$ cat config.mk
export PLATFORM = sky130hd
export DESIGN_NAME = fetch_queue
export DESIGN_NICKNAME = d
export VERILOG_FILES = /design/src/rtl/fetch_queue.sv
export SDC_FILE = /design/constraint.sdc
export NUM_CORES = 1
export LEC_CHECK = 0
export BUFFER_PORTS_ARGS = -buffer_cell sky130_fd_sc_hd__buf_2
export CAP_MARGIN = 20
export CORE_ASPECT_RATIO = 0.75
export CORE_UTILIZATION = 25
export CTS_BUF_LIST = sky130_fd_sc_hd__clkbuf_16
export CTS_CLUSTER_DIAMETER = 120
export DETAILED_ROUTE_END_ITERATION = 10
export PLACE_DENSITY = 0.4
export SKIP_CTS_REPAIR_TIMING = 1
export SLEW_MARGIN = 20
export SYNTH_ARGS = -nofsm -noshare
export SYNTH_HDL_FRONTEND = slang
export SYNTH_SLANG_ARGS = --single-unit
$ cat constraint.sdc
create_clock -name clk -period 4.41 [get_ports clk]
set_input_delay 0 -clock clk [delete_from_list [all_inputs] [get_ports clk]]
set_output_delay 0 -clock clk [all_outputs]
set_load 0.01 [all_outputs]
$ cat src/rtl/fetch_queue.sv
// fetch_queue: PC owner, imem request issue and {pc, instr} FIFO feeding decode.
// Define FETCH_PERF_EN to add the flush_count performance counter output.
module fetch_queue #(
    parameter int DATA_WIDTH = 32,
    parameter int QUEUE_DEPTH = 4,
    parameter logic [DATA_WIDTH-1:0] RESET_PC = '0
) (
    input  logic                  clk,
    input  logic                  rst,
    output logic                  imem_req,
    output logic [DATA_WIDTH-1:0] imem_addr,
    input  logic                  imem_gnt,
    input  logic [DATA_WIDTH-1:0] imem_rdata,
    output logic                  instr_valid,
    output logic [DATA_WIDTH-1:0] instr,
    output logic [DATA_WIDTH-1:0] instr_pc,
    input  logic                  instr_ready,
    input  logic                  PCsrc,
    input  logic [DATA_WIDTH-1:0] branch_target
`ifdef FETCH_PERF_EN
    ,
    output logic [15:0]           flush_count
`endif
);
    localparam int AW = $clog2(QUEUE_DEPTH);
    localparam int CW = AW + 1;
    logic [DATA_WIDTH-1:0] pc, tag_pc;
    logic inflight, epoch, tag_epoch, push, pop, fire;
    logic [DATA_WIDTH-1:0] mem_instr [QUEUE_DEPTH];
    logic [DATA_WIDTH-1:0] mem_pc [QUEUE_DEPTH];
    logic [AW-1:0] rd_ptr, wr_ptr, rd_next;
    logic [CW-1:0] count;
    // credit counts the in-flight response so a full queue never receives data
    assign imem_req = !rst && !PCsrc && (count + CW'(inflight)) < CW'(QUEUE_DEPTH);
    assign imem_addr = pc;
    assign fire = imem_req && imem_gnt;
    assign instr_valid = count != '0;
    assign pop = instr_valid && instr_ready;
    assign push = inflight && tag_epoch == epoch;
    assign rd_next = rd_ptr + AW'(1);
    always_ff @(posedge clk or posedge rst) begin
        if (rst) begin
            pc <= RESET_PC;
            tag_pc <= '0;
            inflight <= 1'b0;
            epoch <= 1'b0;
            tag_epoch <= 1'b0;
            rd_ptr <= '0;
            wr_ptr <= '0;
            count <= '0;
            instr <= '0;
            instr_pc <= '0;
        end else begin
            inflight <= fire;
            if (fire) begin
                pc <= pc + DATA_WIDTH'(4);
                tag_pc <= pc;
                tag_epoch <= epoch;
            end
            if (PCsrc) begin
                pc <= branch_target & ~DATA_WIDTH'(3);
                epoch <= ~epoch;
                rd_ptr <= '0;
                wr_ptr <= '0;
                count <= '0;
            end else begin
                if (push)
                    wr_ptr <= wr_ptr + AW'(1);
                if (pop)
                    rd_ptr <= rd_next;
                count <= count + CW'(push) - CW'(pop);
                // head registers hold their last value once the queue drains
                if (pop && count > CW'(1)) begin
                    instr <= mem_instr[rd_next];
                    instr_pc <= mem_pc[rd_next];
                end else if (push && (count == '0 || (pop && count == CW'(1)))) begin
                    instr <= imem_rdata;
                    instr_pc <= tag_pc;
                end
            end
        end
    end
    always_ff @(posedge clk) begin
        if (push && !PCsrc) begin
            mem_instr[wr_ptr] <= imem_rdata;
            mem_pc[wr_ptr] <= tag_pc;
        end
    end
`ifdef FETCH_PERF_EN
    always_ff @(posedge clk or posedge rst) begin
        if (rst)
            flush_count <= '0;
        else if (PCsrc && (count != '0 || inflight) && flush_count != 16'hFFFF)
            flush_count <= flush_count + 16'd1;
    end
`endif
endmodule
==> impl_results.md <==
- Remaining antenna violation count: 0
- Reg clk slew, reported paths: 0.06 ns
- Critical path, cell by cell: nand4_1, nor4_2, nand4_1, xor2_1, o21ai_1, dlygate4sd3_1
- Kind of critical path: reg -> reg
- Yosys warning total: 0
- Maxcap violations: 0
- Num rows: 78
- # DRC: 0
- TritonCTS clock tree: done
- Avg Cell Area, Syn: approximately 17 um2
- Comb power frac: 0.170
- IO Count: 167
- Total power: 10.16 mW
- Diode count: 0
- Synth top area cells: edfxtp_1 48%, dfrtp_1 21%, mux4_2 9.0%, mux2_2 5.1%, mux2_1 4.4%
- Peak VDD IR: 229.6 uV
- Commonest non-fill, non-tap cell in the layout: edfxtp_1
- Skew-Pair Late Insertion Delay: 0.57 ns
- Hold_ws: -0.01645 ns
- Post-synth top area cell: edfxtp_1
- Status: finished with violations
- Critical Path Max Stage Delay: 0.89 ns
- Root buf cell: clkbuf_16
- Hold crit path type: in -> reg
- Slew Limit Headroom: 0.2946
- Final Critical Period: 2.953 ns
- CP bufs+invs: 1
- Leakage: 7.235 nW
- Core area: between 60000 and 70000 um2
- CP Max Fanout: 8
- Area of the die: between 60000 and 70000 um2
- Worst-Margin Slew: 1.049 ns
- Largest net degree at the start of global routing: 83
- First-pass GRT wire length: ~59000 um
- Area delta synth->final: 25.36%
- Routed via count: 8593
- Worst EP arrival: 3.42 ns
- Gate count of the mapped netlist: around 900
- Final #Nets: 1226
- Inst Count DP: about 1800
- Most frequent cells in the layout: 248 x edfxtp_1, 160 x buf_2, 130 x dfrtp_1
- Seq/Total Area, Yosys: 0.6965
- Total Wirelength: 39530 um
- H-tree depth: 2
- Setup violators final: 0
- Starting Density: 0.2543
- Fin Setup TNS: 0 ns
- Vias/cell: around 4.3
- Pwr per Cell Area: 524.9 nW/um2
- Violated checks: negative hold slack
- Hold Vio Cnt, Final: 1
- Worst endpoint required time: roughly 5 ns
- Post-DP HPWL: 22930 um
- TritonCTS Buffers: 44
- Clock share of power: 0.364
- Initial antenna violation count: 0
- Crit-path slowest cell: nor4_2
- Global Route Usage Sum: 0.1281
- Yosys top cell area share: 0.4825
- F_max: 338.6 MHz
- Synthesized cell area: 15430 um2
- Endpoint class of the critical path: register
- Number of global-route vias before repair: 8846
- Clock Skew: 0.02867 ns
- DR WL/cell: 19.92 um
- Port Buf Inserts: 160
- RSZ-0062 raised after global routing: false
- Die height: 217.2 um
- Psw: 2.768 mW
- Post-Layout Cell Count: 1984
- Net Sw Frac: 0.2726
- Clk sinks: between 300 and 400
- Count of cell types in the netlist: 48
- Drt initial violations: 529
- Family with the most delay on the worst path: simple AND/OR/NAND/NOR gates
- DRT Pass-1 Iters: 4
- Filler cells: 6012
- Period utilization: 0.6696
- GP Congestion: 0.6828
- Die width: 288.9 um
- Pre-CTS worst setup slack: around 1.7 ns
- Worst Slack Setup Final: 1.457 ns
- Final Core Density: 0.3187
- Setup crit start kind: register
- #FFs+latches synth: 380
- Internal: 7.387 mW
- Layout cells sized above 1: 0.3319
- Max-slew violations: 0
- Register share of total power: 0.466
- CP most frequent cell: nand4_1
- Clock Tree Buf Depth: 3
- Grt ovf: 0
worst paths after layout:
kind | to | slack (ns) | cells past startpoint | start
min in group asynchronous | imem_addr[20] | 0.18 | 3 | rst
min | inflight | -0.02 | 3 | imem_gnt
max | imem_addr[29] | 1.46 | 6 | imem_addr[15]
min reg2reg | instr[8] | 0.48 | 1 | instr[8]
max reg2reg | imem_addr[29] | 1.46 | 6 | imem_addr[15]
max in group asynchronous | instr[3] | 3.20 | 4 | rst
power groups by stage:
stage | Combinational [mW] | Sequential, mW | Clock (mW)
global placement | 1.72 | 4.80 | 0
detailed placement | 1.73 | 4.82 | 0
finish | 1.72 | 4.73 | 3.70
CTS | 1.73 | 4.75 | 3.84
global route | 1.91 | 4.82 | 3.97
floorplan | 0.936 | 4.79 | 0
registers in the layout (all words and copies together), names as in the netlist, 2 cells and up:
register and count:
instr 32, wr_ptr 2, tag_pc 30, mem_pc 120, mem_instr 128, rd_ptr 2, count 3, imem_addr 30
instr_pc 30
metal layers:
| metal | wire length [um] | global-route usage | up-vias |
|---|---|---|---|
| met4 | 787 | 0.03930 | 0 |
| met5 | 0 | 0 | - |
| met1 | 19960 | 0.1895 | 4446 |
| li1 | - | - | 3930 |
| met3 | 1652 | 0.02579 | 53 |
| met2 | 17130 | 0.1870 | 164 |
synthesized netlist by cell type, drive strengths merged:
cell      n
mux4     62
a21boi    1
ha        8
nand2   117
o21ai    28
nor2     12
conb      1
buf      23
mux2    130
nand3    15
nor4      9
and2      3
o221ai    2
a22oi     1
nand3b    1
a31o      2
xnor2    16
a21bo     1
and3      5
nand4    10
dfrtp   132
o311ai    1
nor3      6
and4      3
edfxtp  248
clkinv    1
or3       1
a41oi     1
nand2b    1
clkbuf   25
fa        1
nor4b     1
mux2i     1
inv      12
nor2b     2
a21oi     4
or4       1
xor2     15
a211oi    1
final cells by class:
type                            count  area (um2)  share of cell area
Clock buffer                       45        1126             0.05820
Clock inverter                     37       331.6             0.01714
Inverter                           13       53.80            0.002781
Multi-Input combinational cell    466        4462              0.2306
Sequential cell                   380       10760              0.5560
Tap cell                          800        1001             0.05173
Timing Repair Buffer              243        1617             0.08355
worst min-delay path: stages:
cell and delay [ns]:
buf_2 0.12, nand2_1 0.09, inv_2 0.22
through the flow:
stage          area, um2  hold slack (ns)
2_1_floorplan      15450          0.05360
3_3_place_gp       17220           0.2076
3_5_place_dp       17220           0.2182
4_1_cts            18680          -0.4031
5_1_grt            19350          0.01304
6_report           19350         -0.01645
cells by family (layout without fill, tap and decap cells):
kind of cell,Yosys count,count (layout),synth area share
compound gates,42,42,0.01613
xor+xnor,31,31,0.01759
fa+ha+maj,9,9,0.007782
buf+inv,61,338,0.01767
flops,380,380,0.6965
mux,193,193,0.1860
other cells,1,4,0.0002430
simple gates,187,187,0.05812
Power figures use the tool's default switching activity.
